File: config.mk
export PLATFORM = sky130hd
export DESIGN_NAME = alu_pipe_flat
export DESIGN_NICKNAME = d
export VERILOG_FILES = /design/src/rtl/alu_pipe_if.sv /design/src/rtl/alu_pipe.sv /design/src/flat_wrapper.sv
export SDC_FILE = /design/constraint.sdc
export NUM_CORES = 1
export LEC_CHECK = 0
export CORE_UTILIZATION = 35
export DETAILED_ROUTE_END_ITERATION = 16
export PLACE_DENSITY = 0.62
export SLEW_MARGIN = 20
export SYNTH_ARGS = -nofsm -noshare
export SYNTH_HDL_FRONTEND = slang
export SYNTH_SLANG_ARGS = --single-unit
File: constraint.sdc
create_clock -name clock -period 11.5 [get_ports clock]
set_input_delay 1.15 -clock clock [delete_from_list [all_inputs] [get_ports clock]]
set_output_delay 1.15 -clock clock [all_outputs]
set_load 0.03 [all_outputs]
File: src/rtl/alu_pipe_if.sv
// Operand/result handshake bundle for alu_pipe; master = operand source and result sink, slave = ALU.
// The Overflow signal exists only when ALU_OVF_EN is defined.
interface alu_pipe_if #(
  parameter int WIDTH = 8
);
  logic             in_valid;
  logic             in_ready;
  logic [WIDTH-1:0] A;
  logic [WIDTH-1:0] B;
  logic [3:0]       ALU_Sel;
  logic             out_valid;
  logic             out_ready;
  logic [WIDTH-1:0] ALU_Out;
  logic             CarryOut;
  logic             Zero;
  logic             DivByZero;
`ifdef ALU_OVF_EN
  logic             Overflow;

  modport master (
    output in_valid, A, B, ALU_Sel, out_ready,
    input  in_ready, out_valid, ALU_Out, CarryOut, Zero, DivByZero, Overflow
  );
  modport slave (
    input  in_valid, A, B, ALU_Sel, out_ready,
    output in_ready, out_valid, ALU_Out, CarryOut, Zero, DivByZero, Overflow
  );
`else
  modport master (
    output in_valid, A, B, ALU_Sel, out_ready,
    input  in_ready, out_valid, ALU_Out, CarryOut, Zero, DivByZero
  );
  modport slave (
    input  in_valid, A, B, ALU_Sel, out_ready,
    output in_ready, out_valid, ALU_Out, CarryOut, Zero, DivByZero
  );
`endif
endinterface

File: src/rtl/alu_pipe.sv
// Handshaked ALU: single-cycle ops load the result register directly, DIV runs a
// WIDTH-step restoring divider. Define ALU_OVF_EN to add the signed Overflow flag.
module alu_pipe #(
  parameter int WIDTH = 8
) (
  input logic       clock,
  input logic       reset,
  alu_pipe_if.slave bus
);
  localparam int CW = (WIDTH > 2) ? $clog2(WIDTH) : 1;
  localparam logic [CW-1:0] LAST_IT = CW'(WIDTH - 1);
  localparam logic [0:0] ST_IDLE = 1'b0;
  localparam logic [0:0] ST_DIV  = 1'b1;
  localparam logic [3:0] OP_ADD = 4'b0000, OP_SUB = 4'b0001, OP_MUL = 4'b0010, OP_DIV = 4'b0011;
  localparam logic [3:0] OP_SHL = 4'b0100, OP_SHR = 4'b0101, OP_ROL = 4'b0110, OP_ROR = 4'b0111;
  localparam logic [3:0] OP_AND = 4'b1000, OP_OR = 4'b1001, OP_XOR = 4'b1010, OP_NOR = 4'b1011;
  localparam logic [3:0] OP_NAND = 4'b1100, OP_XNOR = 4'b1101, OP_GT = 4'b1110, OP_EQ = 4'b1111;

  logic [0:0]         state_q, state_d;
  logic [CW-1:0]      cnt_q, cnt_d;
  logic [2*WIDTH-1:0] acc_q, acc_d;
  logic [WIDTH-1:0]   dvs_q, dvs_d;
  logic               out_valid_q, out_valid_d;
  logic [WIDTH-1:0]   alu_out_q, alu_out_d;
  logic               carry_q, carry_d;
  logic               zero_q, zero_d;
  logic               dbz_q, dbz_d;

  logic [WIDTH:0]     sum_s, dif_s, rem_sh_s, trial_s;
  logic [2*WIDTH-1:0] prod_s, acc_step_s;
  logic [WIDTH-1:0]   op_out_s, rem_new_s;
  logic               op_carry_s, qbit_s, in_ready_s, accept_s;

  assign sum_s      = {1'b0, bus.A} + {1'b0, bus.B};
  assign dif_s      = {1'b0, bus.A} - {1'b0, bus.B};
  assign prod_s     = {{WIDTH{1'b0}}, bus.A} * {{WIDTH{1'b0}}, bus.B};
  assign in_ready_s = !reset && (state_q == ST_IDLE) && (!out_valid_q || bus.out_ready);
  assign accept_s   = bus.in_valid && in_ready_s;

  always_comb begin
    op_out_s   = '0;
    op_carry_s = 1'b0;
    case (bus.ALU_Sel)
      OP_ADD:  begin op_out_s = sum_s[WIDTH-1:0]; op_carry_s = sum_s[WIDTH]; end
      OP_SUB:  begin op_out_s = dif_s[WIDTH-1:0]; op_carry_s = dif_s[WIDTH]; end
      OP_MUL:  begin op_out_s = prod_s[WIDTH-1:0]; op_carry_s = |prod_s[2*WIDTH-1:WIDTH]; end
      OP_DIV:  begin op_out_s = '1; op_carry_s = 1'b1; end
      OP_SHL:  begin op_out_s = {bus.A[WIDTH-2:0], 1'b0}; op_carry_s = bus.A[WIDTH-1]; end
      OP_SHR:  begin op_out_s = {1'b0, bus.A[WIDTH-1:1]}; op_carry_s = bus.A[0]; end
      OP_ROL:  op_out_s = {bus.A[WIDTH-2:0], bus.A[WIDTH-1]};
      OP_ROR:  op_out_s = {bus.A[0], bus.A[WIDTH-1:1]};
      OP_AND:  op_out_s = bus.A & bus.B;
      OP_OR:   op_out_s = bus.A | bus.B;
      OP_XOR:  op_out_s = bus.A ^ bus.B;
      OP_NOR:  op_out_s = ~(bus.A | bus.B);
      OP_NAND: op_out_s = ~(bus.A & bus.B);
      OP_XNOR: op_out_s = ~(bus.A ^ bus.B);
      OP_GT:   op_out_s = {{(WIDTH-1){1'b0}}, (bus.A > bus.B)};
      OP_EQ:   op_out_s = {{(WIDTH-1){1'b0}}, (bus.A == bus.B)};
      default: op_out_s = '0;
    endcase
  end

  // acc holds {remainder, dividend/quotient}; each step shifts one dividend bit into the remainder
  always_comb begin
    rem_sh_s = {acc_q[2*WIDTH-1:WIDTH], acc_q[WIDTH-1]};
    trial_s  = rem_sh_s - {1'b0, dvs_q};
    if (!trial_s[WIDTH]) begin
      rem_new_s = trial_s[WIDTH-1:0];
      qbit_s    = 1'b1;
    end else begin
      rem_new_s = rem_sh_s[WIDTH-1:0];
      qbit_s    = 1'b0;
    end
    acc_step_s = {rem_new_s, acc_q[WIDTH-2:0], qbit_s};
  end

`ifdef ALU_OVF_EN
  logic op_ovf_s, ovf_q, ovf_d;

  always_comb begin
    if (bus.ALU_Sel == OP_ADD) begin
      op_ovf_s = (bus.A[WIDTH-1] == bus.B[WIDTH-1]) && (sum_s[WIDTH-1] != bus.A[WIDTH-1]);
    end else if (bus.ALU_Sel == OP_SUB) begin
      op_ovf_s = (bus.A[WIDTH-1] != bus.B[WIDTH-1]) && (dif_s[WIDTH-1] != bus.A[WIDTH-1]);
    end else begin
      op_ovf_s = 1'b0;
    end
  end

  assign bus.Overflow = ovf_q;
`endif

  always_comb begin
    state_d   = state_q;
    cnt_d     = cnt_q;
    acc_d     = acc_q;
    dvs_d     = dvs_q;
    alu_out_d = alu_out_q;
    carry_d   = carry_q;
    zero_d    = zero_q;
    dbz_d     = dbz_q;
`ifdef ALU_OVF_EN
    ovf_d     = ovf_q;
`endif
    if (out_valid_q && bus.out_ready) begin
      out_valid_d = 1'b0;
    end else begin
      out_valid_d = out_valid_q;
    end
    case (state_q)
      ST_IDLE: begin
        if (accept_s && (bus.ALU_Sel == OP_DIV) && (bus.B != '0)) begin
          state_d = ST_DIV;
          cnt_d   = '0;
          acc_d   = {{WIDTH{1'b0}}, bus.A};
          dvs_d   = bus.B;
        end else if (accept_s) begin
          out_valid_d = 1'b1;
          alu_out_d   = op_out_s;
          carry_d     = op_carry_s;
          zero_d      = (op_out_s == '0);
          dbz_d       = (bus.ALU_Sel == OP_DIV);
`ifdef ALU_OVF_EN
          ovf_d       = op_ovf_s;
`endif
        end else begin
          state_d = ST_IDLE;
        end
      end
      ST_DIV: begin
        acc_d = acc_step_s;
        if (cnt_q == LAST_IT) begin
          state_d     = ST_IDLE;
          out_valid_d = 1'b1;
          alu_out_d   = acc_step_s[WIDTH-1:0];
          carry_d     = |acc_step_s[2*WIDTH-1:WIDTH];
          zero_d      = (acc_step_s[WIDTH-1:0] == '0);
          dbz_d       = 1'b0;
`ifdef ALU_OVF_EN
          ovf_d       = 1'b0;
`endif
        end else begin
          cnt_d = cnt_q + CW'(1'b1);
        end
      end
      default: state_d = ST_IDLE;
    endcase
  end

  always_ff @(posedge clock) begin
    if (reset) begin
      state_q     <= ST_IDLE;
      cnt_q       <= '0;
      acc_q       <= '0;
      dvs_q       <= '0;
      out_valid_q <= 1'b0;
      alu_out_q   <= '0;
      carry_q     <= 1'b0;
      zero_q      <= 1'b0;
      dbz_q       <= 1'b0;
`ifdef ALU_OVF_EN
      ovf_q       <= 1'b0;
`endif
    end else begin
      state_q     <= state_d;
      cnt_q       <= cnt_d;
      acc_q       <= acc_d;
      dvs_q       <= dvs_d;
      out_valid_q <= out_valid_d;
      alu_out_q   <= alu_out_d;
      carry_q     <= carry_d;
      zero_q      <= zero_d;
      dbz_q       <= dbz_d;
`ifdef ALU_OVF_EN
      ovf_q       <= ovf_d;
`endif
    end
  end

  assign bus.in_ready  = in_ready_s;
  assign bus.out_valid = out_valid_q;
  assign bus.ALU_Out   = alu_out_q;
  assign bus.CarryOut  = carry_q;
  assign bus.Zero      = zero_q;
  assign bus.DivByZero = dbz_q;
endmodule

File: src/flat_wrapper.sv
// flat-port wrapper written by rule: the top's interface ports become plain ports
module alu_pipe_flat 
#(
  parameter int WIDTH = 8
)
  (clock, reset, bus_in_valid, bus_A, bus_B, bus_ALU_Sel, bus_out_ready, bus_in_ready, bus_out_valid, bus_ALU_Out, bus_CarryOut, bus_Zero, bus_DivByZero);
  alu_pipe_if #(.WIDTH(WIDTH)) bus_i ();
  input logic clock;
  input logic reset;
  input wire logic [$bits(bus_i.in_valid)-1:0] bus_in_valid;
  input wire logic [$bits(bus_i.A)-1:0] bus_A;
  input wire logic [$bits(bus_i.B)-1:0] bus_B;
  input wire logic [$bits(bus_i.ALU_Sel)-1:0] bus_ALU_Sel;
  input wire logic [$bits(bus_i.out_ready)-1:0] bus_out_ready;
  output wire logic [$bits(bus_i.in_ready)-1:0] bus_in_ready;
  output wire logic [$bits(bus_i.out_valid)-1:0] bus_out_valid;
  output wire logic [$bits(bus_i.ALU_Out)-1:0] bus_ALU_Out;
  output wire logic [$bits(bus_i.CarryOut)-1:0] bus_CarryOut;
  output wire logic [$bits(bus_i.Zero)-1:0] bus_Zero;
  output wire logic [$bits(bus_i.DivByZero)-1:0] bus_DivByZero;
  assign bus_i.in_valid = bus_in_valid;
  assign bus_i.A = bus_A;
  assign bus_i.B = bus_B;
  assign bus_i.ALU_Sel = bus_ALU_Sel;
  assign bus_i.out_ready = bus_out_ready;
  assign bus_in_ready = bus_i.in_ready;
  assign bus_out_valid = bus_i.out_valid;
  assign bus_ALU_Out = bus_i.ALU_Out;
  assign bus_CarryOut = bus_i.CarryOut;
  assign bus_Zero = bus_i.Zero;
  assign bus_DivByZero = bus_i.DivByZero;
  alu_pipe #(.WIDTH(WIDTH)) u_core (.clock(clock), .reset(reset), .bus(bus_i));
endmodule
Yosys cells after proc, flatten, opt, wreduce, memory -nomap -nowiden
Cells that the tools add are included.
{ "word_totals": {"regBits": 40, "elab_cells": 95, "output_inout_bits": 13} }
{ "classes": {"n_mul": 1, "n_reduce_logical": 18, "bitwise": 7, "add_sub_neg": 4, "muxes": 33, "n_eq_ne": 22, "order_cmp": 1} }
{ "op_table": {"columns": ["operator", "n"], "rows": [
  ["8-bit case mux with 16 select lines", 1],
  ["4-bit == test, second input constant", 8],
  ["8-bit 2-to-1 mux", 4],
  ["16-bit case mux with 2 select lines", 1],
  ["8-bit NOT", 3],
  ["4-bit by 3-bit == test with 1-bit output, second input constant", 4],
  ["8-bit logical NOT", 2],
  ["8-bit by 8-bit multiplier with 16-bit output", 1],
  ["1-bit 2-to-1 mux", 16],
  ["16-bit 2-to-1 mux", 1],
  ["8-bit case mux with 2 select lines", 1],
  ["8-bit OR reduction", 2],
  ["1-bit case mux with 2 select lines", 5],
  ["8-bit by 8-bit adder with 9-bit output", 1],
  ["8-bit by 8-bit subtractor with 9-bit output", 1],
  ["9-bit by 8-bit subtractor with 9-bit output", 1],
  ["8-bit bitwise AND", 1],
  ["4-bit by 2-bit == test with 1-bit output, second input constant", 2],
  ["8-bit == test", 1],
  ["8-bit > comparator", 1],
  ["2-bit != test, second input constant", 4],
  ["8-bit OR", 1],
  ["8-bit nonzero test", 1],
  ["8-bit bitwise XOR", 1],
  ["other kinds (14)", 22]
]} }

Depth between registers and ports, before layout
{ "logic_depth": {"depth_word": 8, "depth_mapped": 18} }

Worst setup path before layout
OpenSTA, ideal clock, no wires.
{ "synth_timing": {"kind": "input port to flip-flop", "startpoint": "in bus_A[2]", "endpoint": "reg u_core.carry_q (netlist: u_core.bus.CarryOut)", "setup_slack_ps": 5959, "arrival_ps": 5404, "cell_stages": 15, "required_time_ps": 11363, "setup_time_ps": 137, "cell_sequence": "clkbuf_1 nand2_1 fa_1 fa_1 fa_1 inv_1 fa_1 ha_1 nand2_1 a22o_1 or4_4 a2111oi_4 nand4_1 nor4_1 o211ai_1"} }
{ "synth_via": {"elab_chain_cells": 6, "word_cells_on_any_way": 8} }
{ "synth_lines": {"columns": ["item", "line_no", "text"], "rows": [
  ["from (decl)", "flat_wrapper.sv:11", "input wire logic [$bits(bus_i.A)-1:0] bus_A;"],
  ["8-bit by 8-bit multiplier with 16-bit output", "alu_pipe.sv:36", "assign prod_s = {{WIDTH{1'b0}}, bus.A} * {{WIDTH{1'b0}}, bus.B};"],
  ["8-bit OR reduction", "alu_pipe.sv:46", "OP_MUL: begin op_out_s = prod_s[WIDTH-1:0]; op_carry_s = |prod_s[2*WIDTH-1:WIDTH]; end"],
  ["1-bit case mux with 6 select lines *", "alu_pipe.sv:43", "case (bus.ALU_Sel)"],
  ["1-bit 2-to-1 mux *", "alu_pipe.sv:118", "end else if (accept_s) begin"],
  ["1-bit 2-to-1 mux *", "alu_pipe.sv:113", "if (accept_s && (bus.ALU_Sel == OP_DIV) && (bus.B != '0)) begin"],
  ["1-bit case mux with 2 select lines *", "alu_pipe.sv:111", "case (state_q)"],
  ["to (signal assigned)", "alu_pipe.sv:172", "carry_q <= carry_d;"],
  ["to (decl)", "alu_pipe.sv:25", "logic carry_q, carry_d;"]
]} }
Every way passes the cells marked *; elsewhere a longest branch is shown, timed or not. The select of a mux whose other input is x is not followed.
A chain may end at the register's enable or synchronous reset.

Final worst setup path
{ "layout_timing": {"startpoint": "in bus_A[4]", "endpoint": "reg u_core.carry_q (netlist: u_core.bus.CarryOut)"} }
Same word-level chain as after synthesis.

==> flow_metrics.env <==
export IMPL_status="finished clean"
export IMPL_postPlaceCellArea_um2=6725
export IMPL_tns_ps=0
export IMPL_cts_clk_slew_worst_paths_ps=70
export IMPL_routabilityCongestion=0.9429
export IMPL_ys_types=78
export IMPL_clkPwrFrac=0.174
export IMPL_drt_iter0_markers=657
export IMPL_start_util=0.3596
export IMPL_holdBufCountCts=0
export IMPL_comb_power_share=0.648
export IMPL_post_route_period_util=0.5426
export IMPL_met1_usage=0.2799
export IMPL_seq_area_um2=800.8
export IMPL_worstPathMaxFanout=10
export IMPL_num_rows=48
export IMPL_synth_main_ff_cell="dfxtp_1"
export IMPL_powerDensity_nw_per_um2=117.2
export IMPL_use_met2=0.3276
export IMPL_hold_class="register to register"
export IMPL_grt_ovfl_total=0
export IMPL_crit_buf_inv=3
export IMPL_avgRoutedWirePerCell_um=17.66
export IMPL_use_met3=0.02319
export IMPL_p_seq_frac=0.178
export IMPL_path_delay_family="adder cells"
export IMPL_max_clock_path_buffers=2
export IMPL_netlist_area_um2=6241
export IMPL_total_power_mw=0.8049
export IMPL_p_leak_nw=2.948
export IMPL_critPathArrivalTime_ps=6390
export IMPL_r2r_start="u_core.acc_q[7]$_SDFFE_PP0P_"
export IMPL_yosys_warnings=0
export IMPL_core_area_um2=17360
export IMPL_dieArea_um2=18370
export IMPL_cts_htree_levels=2
export IMPL_switchingPower_mw=0.3644
export IMPL_dp_hpwl_um=14200
export IMPL_antenna_cells=0
export IMPL_setup_violations=0
export IMPL_rsz0062_at_grt="false"
export IMPL_clk_insertion_delay_late_ps=290
export IMPL_maxSlewViolCount=0
export IMPL_grt_pass1_wl_um=29170
export IMPL_reg2reg_to="u_core.acc_q[10]$_SDFFE_PP0P_"
export IMPL_stdcell_area_um2=6869
export IMPL_grt_pass1_vias=5600
export IMPL_gr_usage_all_layers=0.2023
export IMPL_ant_nets=0
export IMPL_ys_seq_area_frac=0.1283
export IMPL_via_per_inst=5.788
export IMPL_synthArstFlopShare=0
export IMPL_syn_to_final_growth_pct=10.06
export IMPL_min_to="u_core.bus.ALU_Out[7]$_SDFFE_PP0P_"
export IMPL_cp_end_kind="register"
export IMPL_critPathLaunchType="input pin"
export IMPL_swShare=0.4528
export IMPL_worst_r2r_cell_count=11
export IMPL_portBuffers=36
export IMPL_post_cts_buffers=0
export IMPL_relSlewSlack=0.2779
export IMPL_synth_avg_cell_area_um2=7.714
export IMPL_internal_power_mw=0.4405
export IMPL_synth_net_count=942
export IMPL_grt_most_used_layer="met2"
export IMPL_rrSetupSlack_ps=8170
export IMPL_hold_viol=0
export IMPL_cap_violations=0
export IMPL_synth_edf_count=0
export IMPL_min_path_cells=2
export IMPL_vias=6031
export IMPL_post_route_min_period_ps=6240
export IMPL_cts_inserted_buffers=5
export IMPL_wl_um=18400
export IMPL_cts_tree="built"
export IMPL_syn_inst=809
export IMPL_cts_sinks=40
export IMPL_die_h_um=135.5
export IMPL_cts_resized=0
export IMPL_drc=0
export IMPL_clock_skew_ps=9.313
export IMPL_cp_common_cell="fa_1"
export IMPL_path_class="input pin to register"
export IMPL_min_from="u_core.bus.ALU_Out[7]$_SDFFE_PP0P_"
export IMPL_grt_max_degree=48
export IMPL_worstPathCellList="clkdlybuf4s50_1 -> ha_1 -> fa_1 -> inv_1 -> fa_1 -> fa_1 -> fa_1 -> inv_1 -> ha_1 -> nand2b_1 -> o221ai_1 -> or4_4 -> a2111oi_4 -> nand4_1 -> nor4_1 -> o211ai_1"
export IMPL_drt_pass1_iterations=5
export IMPL_cp_num_cells=16
export IMPL_nNetsFinal=949
export IMPL_antenna_found_initial=0
export IMPL_drive_above_1_share=0.05141
export IMPL_die_w_um=135.5
export IMPL_fmax_mhz=160.3
export IMPL_worstPathRequired_ps=11650
export IMPL_clockRootBuffer="clkbuf_16"
export IMPL_cp_slowest_cell="clkdlybuf4s50_1"
export IMPL_ir_drop_mv=0.06359
export IMPL_nFillCells=1822
export IMPL_multi_input_area_um2=4870
export IMPL_ios=37
export IMPL_ys_ff_latch=40
export IMPL_worst_pin_slew_ps=1083
export IMPL_crit_path_max_incr_delay_ps=770
export IMPL_utilization=0.3958
[area by class of cell]
| class | count | area share |
|---|---|---|
| multi-input combinational | 630 | 0.7089 |
| sequential | 40 | 0.1166 |
| timing repair buffer | 43 | 0.06011 |
| inverter | 96 | 0.05246 |
| tap | 225 | 0.04098 |
| clock buffer | 5 | 0.01821 |
| clock inverter | 3 | 0.002732 |
[worst register-to-register path: stages, from the launching register on]
cell and delay [ps]:
dfxtp_1 350, inv_1 70, ha_1 170, inv_1 70, fa_1 460, a211oi_2 240
o211ai_1 170, a21o_1 200, a211oi_2 850, nor2_1 290, o211ai_1 240, a21oi_1 90
[power by group through the flow]
stage,Combinational [mW],Clock [mW],Sequential (mW)
after floorplan,0.405,0,0.151
after global placement,0.513,0,0.146
after detailed placement,0.518,0,0.146
after CTS,0.520,0.141,0.143
after global routing,0.584,0.148,0.143
final,0.522,0.140,0.143
[kinds of logic (layout without fill, tap and decap cells)]
family / after synthesis / in the layout / share of synthesized area
AO/OA/AOI/OAI: 210 / 210 / 0.2388
XOR/XNOR: 10 / 10 / 0.01403
adder cells (fa/ha/maj): 109 / 109 / 0.2654
buffers and inverters: 139 / 147 / 0.09142
flip-flops: 40 / 40 / 0.1283
multiplexers: 27 / 27 / 0.04671
AND/OR/NAND/NOR: 274 / 274 / 0.2153
[cell usage in the layout (no fill, tap or decap), drive strengths merged, types with 6 or more instances in the layout]
cell type	instances
a21oi	52
a21o	9
a2bb2oi	6
nand2	81
buf	7
mux2i	19
or3b	9
o21a	12
nand3	16
nor2b	14
nor2	77
mux2	7
dfxtp	40
nor4	10
ha	70
o21ai	29
o211ai	11
clkdlybuf4s50	36
inv	93
fa	39
nand2b	16
nor3	15
o22ai	10
xor2	6
clkinv	6
a211oi	11
a31oi	8
[flip-flops by register name (all words and copies together) (netlist names)]
register / flops
u_core.bus.Zero: 1
u_core.bus.out_valid: 1
u_core.bus.CarryOut: 1
u_core.dvs_q: 8
u_core.acc_q: 16
u_core.bus.ALU_Out: 8
u_core.state_q: 1
u_core.bus.DivByZero: 1
u_core.cnt_q: 3
[per-stage QoR]
| step | worst slack [ps] | hold slack (ps) | std cells |
|---|---|---|---|
| 2_1_floorplan | 5959 | 445.3 | 809 |
| 3_3_place_gp | 5106 | 444.8 | 1034 |
| 6_report | 5260 | 453.8 | 1042 |
| 4_1_cts | 5284 | 458.7 | 1042 |
| 5_1_grt | 4925 | 486.8 | 1042 |
| 3_5_place_dp | 5002 | 450.3 | 1034 |
[cell usage after synthesis, types with 4 or more instances]
cell       count  area share
ha_1          70        0.14
dfxtp_1       40        0.13
mux2i_1       19       0.030
o211a_1        4      0.0064
nand2b_1      16       0.016
o31ai_1        4      0.0048
fa_1          39        0.13
a22oi_1        5      0.0060
a31oi_1        8      0.0080
and2_1         5      0.0050
or3_1          5      0.0050
o221ai_1       4      0.0056
o21a_1        12       0.014
inv_1         93       0.056
xor2_1         6      0.0084
o211ai_1      11       0.013
nand2_1       81       0.049
a221oi_1       5      0.0070
nor3_1        15       0.012
nor4_1        10       0.010
or3b_2         8       0.011
clkbuf_1      19       0.011
nor2b_1       14       0.014
a211oi_1       8      0.0096
a21oi_1       52       0.042
o21ai_0       23       0.018
xnor2_1        4      0.0056
a2bb2oi_1      6      0.0084
a211o_1        4      0.0056
o32ai_1        4      0.0056
o21ai_1        6      0.0048
o311ai_0       4      0.0056
nor2_1        77       0.046
a21o_1         9       0.011
nand3_1       16       0.013
buf_2         18       0.014
and3_1         4      0.0040
o22ai_1       10       0.010
mux2_2         7       0.013
[routing by layer]
metal | up-vias | wire [um]
li1 | 2860 | -
met1 | 2905 | 8111
met2 | 225 | 8443
met3 | 41 | 1301
met4 | 0 | 546
met5 | - | 0
[worst max-delay path by stage]
stage,startpoint,end,slack [ps]
2_1_floorplan,bus_A[2],u_core.bus.CarryOut$_SDFFE_PP0P_,5960
3_3_place_gp,bus_A[5],u_core.bus.CarryOut$_SDFFE_PP0P_,5110
3_5_place_dp,bus_A[4],u_core.bus.CarryOut$_SDFFE_PP0P_,5000
4_1_cts,bus_A[4],u_core.bus.CarryOut$_SDFFE_PP0P_,5280
5_1_grt,bus_A[5],u_core.bus.CarryOut$_SDFFE_PP0P_,4920
6_report,bus_A[4],u_core.bus.CarryOut$_SDFFE_PP0P_,5260
Power figures use the tool's default switching activity.
